## src/rtl/fp_mul_arbiter_if.sv

```systemverilog
// Bundle of the request, multiplier and response signals of fp_mul_arbiter.
// slave: the arbiter's view. master: the environment's view (requesters,
// multiplier and response consumer).
interface fp_mul_arbiter_if;
    logic        req0_valid;
    logic        req1_valid;
    logic        req0_ready;
    logic        req1_ready;
    logic [31:0] req0_x;
    logic [31:0] req0_y;
    logic [31:0] req1_x;
    logic [31:0] req1_y;
    logic [2:0]  req0_rmode;
    logic [2:0]  req1_rmode;

    logic [31:0] mul_x;
    logic [31:0] mul_y;
    logic [2:0]  mul_rmode;
    logic [31:0] mul_z;
    logic        mul_ovrf;
    logic        mul_udrf;

    logic        rsp_valid;
    logic        rsp_ready;
    logic        rsp_id;
    logic [31:0] rsp_z;
    logic        rsp_ovrf;
    logic        rsp_udrf;

    logic        flags_clr;
    logic        sticky_ovrf;
    logic        sticky_udrf;
    logic        busy;

    modport slave (
        input  req0_valid, req1_valid, req0_x, req0_y, req1_x, req1_y,
        input  req0_rmode, req1_rmode,
        output req0_ready, req1_ready,
        output mul_x, mul_y, mul_rmode,
        input  mul_z, mul_ovrf, mul_udrf,
        output rsp_valid, rsp_id, rsp_z, rsp_ovrf, rsp_udrf,
        input  rsp_ready, flags_clr,
        output sticky_ovrf, sticky_udrf, busy
    );

    modport master (
        output req0_valid, req1_valid, req0_x, req0_y, req1_x, req1_y,
        output req0_rmode, req1_rmode,
        input  req0_ready, req1_ready,
        input  mul_x, mul_y, mul_rmode,
        output mul_z, mul_ovrf, mul_udrf,
        input  rsp_valid, rsp_id, rsp_z, rsp_ovrf, rsp_udrf,
        output rsp_ready, flags_clr,
        input  sticky_ovrf, sticky_udrf, busy
    );
endinterface

```

## src/rtl/fp_mul_arbiter.sv

```systemverilog
// Two-requester arbiter in front of a combinational fp multiplier.
// Grant -> operands registered (EXEC) -> result registered (HOLD) -> handshake.
// A new grant may coincide with the HOLD handshake, giving one op every 2 cycles.
module fp_mul_arbiter #(
    parameter bit RR_EN = 1'b1
) (
    input logic               clk,
    input logic               rst_n,
    fp_mul_arbiter_if.slave   arb_io
);

    typedef enum logic [1:0] {StIdle, StExec, StHold} state_e;

    state_e      state_q;
    logic        rr_q;
    logic [31:0] op_x_q;
    logic [31:0] op_y_q;
    logic [2:0]  op_rmode_q;
    logic        op_id_q;
    logic        rsp_id_q;
    logic [31:0] rsp_z_q;
    logic        rsp_ovrf_q;
    logic        rsp_udrf_q;
    logic        sticky_ovrf_q;
    logic        sticky_udrf_q;
    logic        sticky_ovrf_d;
    logic        sticky_udrf_d;

    logic        accept;
    logic        sel;
    logic        grant;

    // Requester selection and grant; rst_n gating keeps ready low during reset.
    always_comb begin
        accept = (state_q == StIdle) || ((state_q == StHold) && arb_io.rsp_ready);
        if (arb_io.req0_valid && arb_io.req1_valid) begin
            sel = RR_EN ? rr_q : 1'b0;
        end else begin
            sel = arb_io.req1_valid;
        end
        grant = rst_n && accept && (arb_io.req0_valid || arb_io.req1_valid);
    end

    // Sticky flags: clear first, then OR in the capture so a coincident set wins.
    always_comb begin
        sticky_ovrf_d = arb_io.flags_clr ? 1'b0 : sticky_ovrf_q;
        sticky_udrf_d = arb_io.flags_clr ? 1'b0 : sticky_udrf_q;
        if (state_q == StExec) begin
            sticky_ovrf_d = sticky_ovrf_d | arb_io.mul_ovrf;
            sticky_udrf_d = sticky_udrf_d | arb_io.mul_udrf;
        end
    end

    // Control FSM with operand, response and flag registers.
    always_ff @(posedge clk or negedge rst_n) begin
        if (!rst_n) begin
            state_q       <= StIdle;
            rr_q          <= 1'b0;
            op_x_q        <= '0;
            op_y_q        <= '0;
            op_rmode_q    <= '0;
            op_id_q       <= 1'b0;
            rsp_id_q      <= 1'b0;
            rsp_z_q       <= '0;
            rsp_ovrf_q    <= 1'b0;
            rsp_udrf_q    <= 1'b0;
            sticky_ovrf_q <= 1'b0;
            sticky_udrf_q <= 1'b0;
        end else begin
            sticky_ovrf_q <= sticky_ovrf_d;
            sticky_udrf_q <= sticky_udrf_d;
            if (grant) begin
                op_x_q     <= sel ? arb_io.req1_x : arb_io.req0_x;
                op_y_q     <= sel ? arb_io.req1_y : arb_io.req0_y;
                op_rmode_q <= sel ? arb_io.req1_rmode : arb_io.req0_rmode;
                op_id_q    <= sel;
                rr_q       <= ~sel;
            end
            unique case (state_q)
                StIdle: begin
                    if (grant) state_q <= StExec;
                end
                StExec: begin
                    rsp_id_q   <= op_id_q;
                    rsp_z_q    <= arb_io.mul_z;
                    rsp_ovrf_q <= arb_io.mul_ovrf;
                    rsp_udrf_q <= arb_io.mul_udrf;
                    state_q    <= StHold;
                end
                StHold: begin
                    if (arb_io.rsp_ready) state_q <= grant ? StExec : StIdle;
                end
                default: state_q <= StIdle;
            endcase
        end
    end

    assign arb_io.req0_ready  = grant && !sel;
    assign arb_io.req1_ready  = grant && sel;
    assign arb_io.mul_x       = op_x_q;
    assign arb_io.mul_y       = op_y_q;
    assign arb_io.mul_rmode   = op_rmode_q;
    assign arb_io.rsp_valid   = (state_q == StHold);
    assign arb_io.rsp_id      = rsp_id_q;
    assign arb_io.rsp_z       = rsp_z_q;
    assign arb_io.rsp_ovrf    = rsp_ovrf_q;
    assign arb_io.rsp_udrf    = rsp_udrf_q;
    assign arb_io.sticky_ovrf = sticky_ovrf_q;
    assign arb_io.sticky_udrf = sticky_udrf_q;
    assign arb_io.busy        = (state_q != StIdle);

endmodule

```

## src/flat_wrapper.sv

```systemverilog
// flat-port wrapper written by rule: the top's interface ports become plain ports
module fp_mul_arbiter_flat 
#(
    parameter bit RR_EN = 1'b1
)
  (clk, rst_n, arb_io_req0_valid, arb_io_req1_valid, arb_io_req0_x, arb_io_req0_y, arb_io_req1_x, arb_io_req1_y, arb_io_req0_rmode, arb_io_req1_rmode, arb_io_req0_ready, arb_io_req1_ready, arb_io_mul_x, arb_io_mul_y, arb_io_mul_rmode, arb_io_mul_z, arb_io_mul_ovrf, arb_io_mul_udrf, arb_io_rsp_valid, arb_io_rsp_id, arb_io_rsp_z, arb_io_rsp_ovrf, arb_io_rsp_udrf, arb_io_rsp_ready, arb_io_flags_clr, arb_io_sticky_ovrf, arb_io_sticky_udrf, arb_io_busy);
  fp_mul_arbiter_if arb_io_i ();
  input logic clk;
  input logic rst_n;
  input wire logic [$bits(arb_io_i.req0_valid)-1:0] arb_io_req0_valid;
  input wire logic [$bits(arb_io_i.req1_valid)-1:0] arb_io_req1_valid;
  input wire logic [$bits(arb_io_i.req0_x)-1:0] arb_io_req0_x;
  input wire logic [$bits(arb_io_i.req0_y)-1:0] arb_io_req0_y;
  input wire logic [$bits(arb_io_i.req1_x)-1:0] arb_io_req1_x;
  input wire logic [$bits(arb_io_i.req1_y)-1:0] arb_io_req1_y;
  input wire logic [$bits(arb_io_i.req0_rmode)-1:0] arb_io_req0_rmode;
  input wire logic [$bits(arb_io_i.req1_rmode)-1:0] arb_io_req1_rmode;
  output wire logic [$bits(arb_io_i.req0_ready)-1:0] arb_io_req0_ready;
  output wire logic [$bits(arb_io_i.req1_ready)-1:0] arb_io_req1_ready;
  output wire logic [$bits(arb_io_i.mul_x)-1:0] arb_io_mul_x;
  output wire logic [$bits(arb_io_i.mul_y)-1:0] arb_io_mul_y;
  output wire logic [$bits(arb_io_i.mul_rmode)-1:0] arb_io_mul_rmode;
  input wire logic [$bits(arb_io_i.mul_z)-1:0] arb_io_mul_z;
  input wire logic [$bits(arb_io_i.mul_ovrf)-1:0] arb_io_mul_ovrf;
  input wire logic [$bits(arb_io_i.mul_udrf)-1:0] arb_io_mul_udrf;
  output wire logic [$bits(arb_io_i.rsp_valid)-1:0] arb_io_rsp_valid;
  output wire logic [$bits(arb_io_i.rsp_id)-1:0] arb_io_rsp_id;
  output wire logic [$bits(arb_io_i.rsp_z)-1:0] arb_io_rsp_z;
  output wire logic [$bits(arb_io_i.rsp_ovrf)-1:0] arb_io_rsp_ovrf;
  output wire logic [$bits(arb_io_i.rsp_udrf)-1:0] arb_io_rsp_udrf;
  input wire logic [$bits(arb_io_i.rsp_ready)-1:0] arb_io_rsp_ready;
  input wire logic [$bits(arb_io_i.flags_clr)-1:0] arb_io_flags_clr;
  output wire logic [$bits(arb_io_i.sticky_ovrf)-1:0] arb_io_sticky_ovrf;
  output wire logic [$bits(arb_io_i.sticky_udrf)-1:0] arb_io_sticky_udrf;
  output wire logic [$bits(arb_io_i.busy)-1:0] arb_io_busy;
  assign arb_io_i.req0_valid = arb_io_req0_valid;
  assign arb_io_i.req1_valid = arb_io_req1_valid;
  assign arb_io_i.req0_x = arb_io_req0_x;
  assign arb_io_i.req0_y = arb_io_req0_y;
  assign arb_io_i.req1_x = arb_io_req1_x;
  assign arb_io_i.req1_y = arb_io_req1_y;
  assign arb_io_i.req0_rmode = arb_io_req0_rmode;
  assign arb_io_i.req1_rmode = arb_io_req1_rmode;
  assign arb_io_req0_ready = arb_io_i.req0_ready;
  assign arb_io_req1_ready = arb_io_i.req1_ready;
  assign arb_io_mul_x = arb_io_i.mul_x;
  assign arb_io_mul_y = arb_io_i.mul_y;
  assign arb_io_mul_rmode = arb_io_i.mul_rmode;
  assign arb_io_i.mul_z = arb_io_mul_z;
  assign arb_io_i.mul_ovrf = arb_io_mul_ovrf;
  assign arb_io_i.mul_udrf = arb_io_mul_udrf;
  assign arb_io_rsp_valid = arb_io_i.rsp_valid;
  assign arb_io_rsp_id = arb_io_i.rsp_id;
  assign arb_io_rsp_z = arb_io_i.rsp_z;
  assign arb_io_rsp_ovrf = arb_io_i.rsp_ovrf;
  assign arb_io_rsp_udrf = arb_io_i.rsp_udrf;
  assign arb_io_i.rsp_ready = arb_io_rsp_ready;
  assign arb_io_i.flags_clr = arb_io_flags_clr;
  assign arb_io_sticky_ovrf = arb_io_i.sticky_ovrf;
  assign arb_io_sticky_udrf = arb_io_i.sticky_udrf;
  assign arb_io_busy = arb_io_i.busy;
  fp_mul_arbiter #(.RR_EN(RR_EN)) u_core (.clk(clk), .rst_n(rst_n), .arb_io(arb_io_i));
endmodule
```

## config.mk

```make
export PLATFORM = sky130hd
export DESIGN_NAME = fp_mul_arbiter_flat
export DESIGN_NICKNAME = d
export VERILOG_FILES = /design/src/rtl/fp_mul_arbiter_if.sv /design/src/rtl/fp_mul_arbiter.sv /design/src/flat_wrapper.sv
export SDC_FILE = /design/constraint.sdc
export NUM_CORES = 1
export LEC_CHECK = 0
export BUFFER_PORTS_ARGS = -buffer_cell sky130_fd_sc_hd__buf_4
export CORE_MARGIN = 2
export CORE_UTILIZATION = 40
export DETAILED_ROUTE_END_ITERATION = 8
export GPL_ROUTABILITY_DRIVEN = 0
export PLACE_DENSITY = 0.77
export SETUP_SLACK_MARGIN = 0.02
export SLEW_MARGIN = 20
export SYNTH_ARGS = -nofsm -noshare
export SYNTH_HDL_FRONTEND = slang
export SYNTH_SLANG_ARGS = --single-unit
```

## constraint.sdc

```tcl
create_clock -name clk -period 1.5 [get_ports clk]
set_input_delay 0.225 -clock clk [delete_from_list [all_inputs] [get_ports clk]]
set_output_delay 0.225 -clock clk [all_outputs]
set_load 0.01 [all_outputs]
```

==> metrics, run 1 <==
CTS Buf Count=9; via count=5147; failing checks=negative setup slack; most frequent cells in the layout=buf_4, nand2_1, dfrtp_1; Slew HR=0.639; Max Freq=613 MHz; gr ovfl total=0; minimum clock period=1.63 ns; clock skew after layout=0.0121 ns; Switch Pwr=3660 uW; die area=13000 um2; tightest hold margin=0.0599 ns; Root Buffer=clkbuf_16; Required @ worst endpoint=1.27 ns; setup TNS=-3.34 ns; period utilization=1.09; Final Max Slew Viols=0; Worst-Skew Late Latency=0.35 ns; WS Path Type=register to primary output; number of iterations in the first detailed-routing pass=5; status=finished with violations; warnings from Yosys=0; Seq cells post-synth=108; commonest non-fill, non-tap cell in the layout=buf_4; final HPWL from detailed placement=11500 um; critical path launch point type=register; number of global-route vias before repair=4972; Site Rows=40; Max VDD drop=0.619 mV; Mapped Nets=669; clk buf depth=2; Placeable Area=11900 um2; slowest cell delay on critical path=0.45 ns; Vias per Instance=5.52; library cells used by synthesis=24; Critical Path AT=1.41 ns; Non-Filler Instances=933; initial antenna violation count=0; diode count=0; post-synthesis cell area=4860 um2; CP max-delay cell=dfrtp_2; CTS tree=done; Final #Nets=955; switching part of the total=0.321; Tightest Pin Transition=0.541 ns; WL per Instance=18.8 um; fin worst setup slack=-0.132 ns; Chip Width=114 um; worst-path maximum fanout=4; cell mode on critical path=buf_6; WL final=17600 um; Post-DRT Antenna Nets=0; Tightest Hold Check Type=primary input to register; Gate power share=0.379; clock-pin slew on the worst setup and hold paths=0.08 ns; share of total power in the clock network=0.234; internal power=7720 uW; synthesized area per cell=9.81 um2; DR iter-0 viols=387; # IOs=282; Leak Pwr=0.00406 uW; Initial Util=0.408; # setup viols final=71; Area Overhead vs Synth=66.1%; Pwr Density=1410 nW/um2; GRT Overall Usage=0.242; I/O Buffers=281; Clock Sinks=108; die height=114 um; largest net degree at the start of global routing=106; Seq/Total Area, Yosys=0.556; placed cells=889; count of final hold-check violations=0; crit end category=primary output; number of remaining DRC errors=0; first-pass GRT wire length=24800 um; sequential power share=0.387; share of cells above drive strength 1=0.453; critical path, cell by cell=buf_4, buf_6, or2_4, buf_6; unrepaired setup endpoints after global routing=true; Post-Syn Instances=495; Util after Layout=0.677; H-tree Lvls=3; Max Cap Viol=0
synth_stat cells:
cell type    n  area [um2]
buf_2       18        90.1
nand2b_2     1        8.76
buf_4        1        7.51
nor3_1       1        5.00
nor4_1      67         419
a221o_1     67         671
o21ai_0      3        15.0
nand2_1    173         649
and4_4       1        11.3
buf_6        4        45.0
clkbuf_1    32         120
o211ai_1     1        7.51
nor2_1       1        3.75
nor2b_2      1        8.76
inv_1        3        11.3
nand2b_1     3        18.8
o32ai_1      1        8.76
nor2b_1      4        25.0
or2_2        1        6.26
a21o_1       1        7.51
and3_1       1        6.26
a21oi_1      1        5.00
dfrtp_1    108        2700
nand3_1      1        5.00
critical path, delay by kind of cell, from the launching register on:
kind                   cells  cell delay (ns)
flip-flops                 1             0.45
buffers and inverters      3             0.38
AND/OR/NAND/NOR            1             0.22
what timing repair did:
item	CTS	global route
setup endpoints to repair	3	70
cloned	3	13
hold buffers	2	0
resized for setup	9	28
hold endpoints to repair	31	0
setup buffers	4	6
pin swaps	44	2
cell families after synthesis:
logic type / Yosys count / share of synthesized area
compound gates: 74 / 0.147
flops: 108 / 0.556
buf+inv: 58 / 0.0564
simple gates: 255 / 0.240
worst paths after layout:
check / endpoint / slack (ns) / startpoint / cells after the start
worst max register to register: u_core.arb_io.mul_y[7]$_DFFE_PN0N_ / -0.07 / u_core.state_q[1]$_DFFE_PN0P_ / 6
worst min-delay path: u_core.arb_io.rsp_z[20]$_DFFE_PN0N_ / 0.06 / arb_io_mul_z[20] / 3
min in group asynchronous: u_core.op_id_q$_DFFE_PN0N_ / 0.35 / rst_n / 3
worst max-delay path: arb_io_busy / -0.13 / u_core.state_q[1]$_DFFE_PN0P_ / 4
max in group asynchronous: u_core.arb_io.mul_y[30]$_DFFE_PN0N_ / 0.51 / rst_n / 3
worst min register to register: u_core.arb_io.rsp_z[6]$_DFFE_PN0N_ / 0.48 / u_core.arb_io.rsp_z[6]$_DFFE_PN0N_ / 2
cell type report:
| cell class | instances | area (um2) |
|---|---|---|
| Clock buffer | 10 | 239 |
| Clock inverter | 6 | 93.8 |
| Timing Repair Buffer | 330 | 2910 |
| Fill cell | 942 | 3840 |
| Sequential cell | 108 | 2710 |
| Inverter | 3 | 11.3 |
| Multi-Input combinational cell | 329 | 1920 |
| Tap cell | 147 | 184 |
per-stage QoR:
step,area (um2),total power (uW),setup slack (ns)
2_1_floorplan,4870,6040,0.00437
4_1_cts,7720,11200,-0.112
6_report,8070,11400,-0.132
5_1_grt,8070,11900,-0.153
3_5_place_dp,7220,8380,0.0405
3_3_place_gp,7220,8270,0.0782
power by group through the flow:
stage	combinational [uW]	sequential (uW)	clock, uW
global route	4620	4490	2770
detailed placement	3970	4410	0
floorplan	1320	4720	0
CTS	4100	4400	2680
global placement	3850	4420	0
finish	4310	4410	2660
per-layer routing:
layer  vias up  share of wire  routed length [um]  track usage
met5         -              0                   0            0
met4         0          0.022                 383       0.0951
met3        30          0.077                1350       0.0397
met2       281           0.52                9190        0.434
met1      2447           0.38                6660        0.291
li1       2389              -                   -            -
state kept, by name (all words and copies together), names as in the netlist:
| signal | cells |
|---|---|
| u_core.arb_io.sticky_udrf | 1 |
| u_core.arb_io.rsp_z | 32 |
| u_core.rr_q | 1 |
| u_core.arb_io.rsp_udrf | 1 |
| u_core.arb_io.rsp_id | 1 |
| u_core.state_q | 2 |
| u_core.arb_io.rsp_ovrf | 1 |
| u_core.arb_io.sticky_ovrf | 1 |
| u_core.arb_io.mul_rmode | 3 |
| u_core.arb_io.mul_y | 32 |
| u_core.op_id_q | 1 |
| u_core.arb_io.mul_x | 32 |
Power figures use the tool's default switching activity.
==> run 2: changes to the inputs <==
==> constraint.sdc (replaced) <==
create_clock -name clk -period 1.5 [get_ports clk]
set_input_delay 0.15 -clock clk [delete_from_list [all_inputs] [get_ports clk]]
set_output_delay 0.15 -clock clk [all_outputs]
set_load 0.01 [all_outputs]
==> metrics, run 2 (synthesized netlist as in run 1, its figures left out) <==
status=finished with violations; failing checks=negative setup slack; cell mode on critical path=buf_6; DR iter-0 viols=463; worst-path maximum fanout=30; WL final=17200 um; slowest cell delay on critical path=0.40 ns; Initial Util=0.408; Post-DRT Antenna Nets=0; clock-pin slew on the worst setup and hold paths=0.07 ns; number of remaining DRC errors=0; initial antenna violation count=0; period utilization=1.02; die area=13000 um2; CP max-delay cell=dfrtp_1; Tightest Pin Transition=0.567 ns; final HPWL from detailed placement=11500 um; register area=2700 um2; Tightest Hold Check Type=primary input to register; Area Overhead vs Synth=63.4%; Final #Nets=963; count of final hold-check violations=0; critical path, cell by cell=nor2b_2, buf_6, o211ai_1, buf_6, a221o_1; number of iterations in the first detailed-routing pass=5; CTS tree=done; Pwr Density=1380 nW/um2; CTS Buf Count=9; number of global-route vias before repair=5225; via count=5221; largest net degree at the start of global routing=109; Required @ worst endpoint=1.73 ns; Multi-input gate area=1910 um2; unrepaired setup endpoints after global routing=true; DP Worst Slack=0.0442 ns; diode count=0; # setup viols final=44; minimum clock period=1.53 ns; Chip Width=114 um; tightest hold margin=0.0140 ns; Max Freq=655 MHz; clock skew after layout=0.00998 ns; Worst-Skew Late Latency=0.35 ns; share of cells above drive strength 1=0.418; Filler Cell Count=920; crit end category=register; Slew HR=0.622; Critical Path AT=1.75 ns; first-pass GRT wire length=26600 um; Root Buffer=clkbuf_16; Final Max Slew Viols=0; Vias per Instance=5.55; Max VDD drop=0.669 mV; die height=114 um; critical path launch point type=register; I/O Buffers=281; critical path's top delay family=compound AO/OA/AOI/OAI gates; WS Path Type=register to register; fin worst setup slack=-0.0273 ns; # IOs=282; Placeable Area=11900 um2; Max Cap Viol=0; Clock Sinks=108; Leak Pwr=0.00397 uW; GRT Overall Usage=0.260; Site Rows=40; clk buf depth=2; H-tree Lvls=3; commonest non-fill, non-tap cell in the layout=buf_4; Buffers & Inverters on Critical Path=2; most frequent cells in the layout=buf_4, nand2_1, dfrtp_1; gr ovfl total=0; WL per Instance=18.3 um
-- run 2: cell types whose count changed in the layout (fill, tap and decap cells not counted), sizes merged --
cell and change:
clkbuf -6, dlygate4sd3 +29, bufinv -1, clkinvlp +2, buf -14, inv -2
-- run 2: repair_timing --
item                                    4_1_cts  5_1_grt
resized for setup                             5        6
hold buffers                                 31        0
gates cloned                                  2        0
endpoints found under the setup margin        3       70
setup buffers                                 4        2
pin swaps                                     2        1
hold endpoints to repair                    138        0
-- run 2: where the power goes --
group | switching, uW | internal, uW | total, uW | leakage, uW
registers | 590 | 3800 | 4390 | 0.00134
logic | 1890 | 2270 | 4170 | 0.00250
clock network | 1090 | 1350 | 2440 | 0.000138
-- run 2: per-layer routing --
metal,wire [um],part of all wire,track usage
met5,0,0,0
met4,449,0.026,0.103
met3,1330,0.077,0.0476
met2,8770,0.51,0.456
met1,6650,0.39,0.318
-- run 2: final cells by class --
cell class	count	share of cell area
repair buffers	338	0.356
flip-flops and latches	108	0.340
multi-input cells	329	0.241
clock buffers	11	0.0306
well taps	147	0.0232
clock inverters	5	0.00772
inverters	3	0.00142
-- run 2: final timing paths --
| path | slack, ns | startpoint | to | depth (start not counted) |
|---|---|---|---|---|
| worst max-delay path | -0.03 | u_core.state_q[0]$_DFFE_PN0P_ | u_core.arb_io.mul_x[10]$_DFFE_PN0N_ | 5 |
| worst min-delay path | 0.01 | arb_io_flags_clr | u_core.arb_io.sticky_udrf$_DFF_PN0_ | 2 |
| worst max register to register | -0.03 | u_core.state_q[0]$_DFFE_PN0P_ | u_core.arb_io.mul_x[10]$_DFFE_PN0N_ | 5 |
| worst min register to register | 0.48 | u_core.arb_io.rsp_z[6]$_DFFE_PN0N_ | u_core.arb_io.rsp_z[6]$_DFFE_PN0N_ | 2 |
| max in group asynchronous | 0.58 | rst_n | u_core.arb_io.mul_y[30]$_DFFE_PN0N_ | 3 |
| min in group asynchronous | 0.51 | rst_n | u_core.state_q[0]$_DFFE_PN0P_ | 3 |
-- run 2: metrics by stage --
stage / instances / util / setup TNS [ns] / instance area, um2 / total power, uW
final: 941 / 0.667 / -0.357 / 7940 / 11000
after global routing: 941 / 0.667 / -4.88 / 7940 / 11500
after CTS: 939 / 0.664 / -0.0605 / 7900 / 11000
after detailed placement: 886 / 0.603 / 0 / 7180 / 8380
after global placement: 886 / 0.603 / 0 / 7180 / 8250
after floorplan: 495 / - / 0 / 4870 / 6040
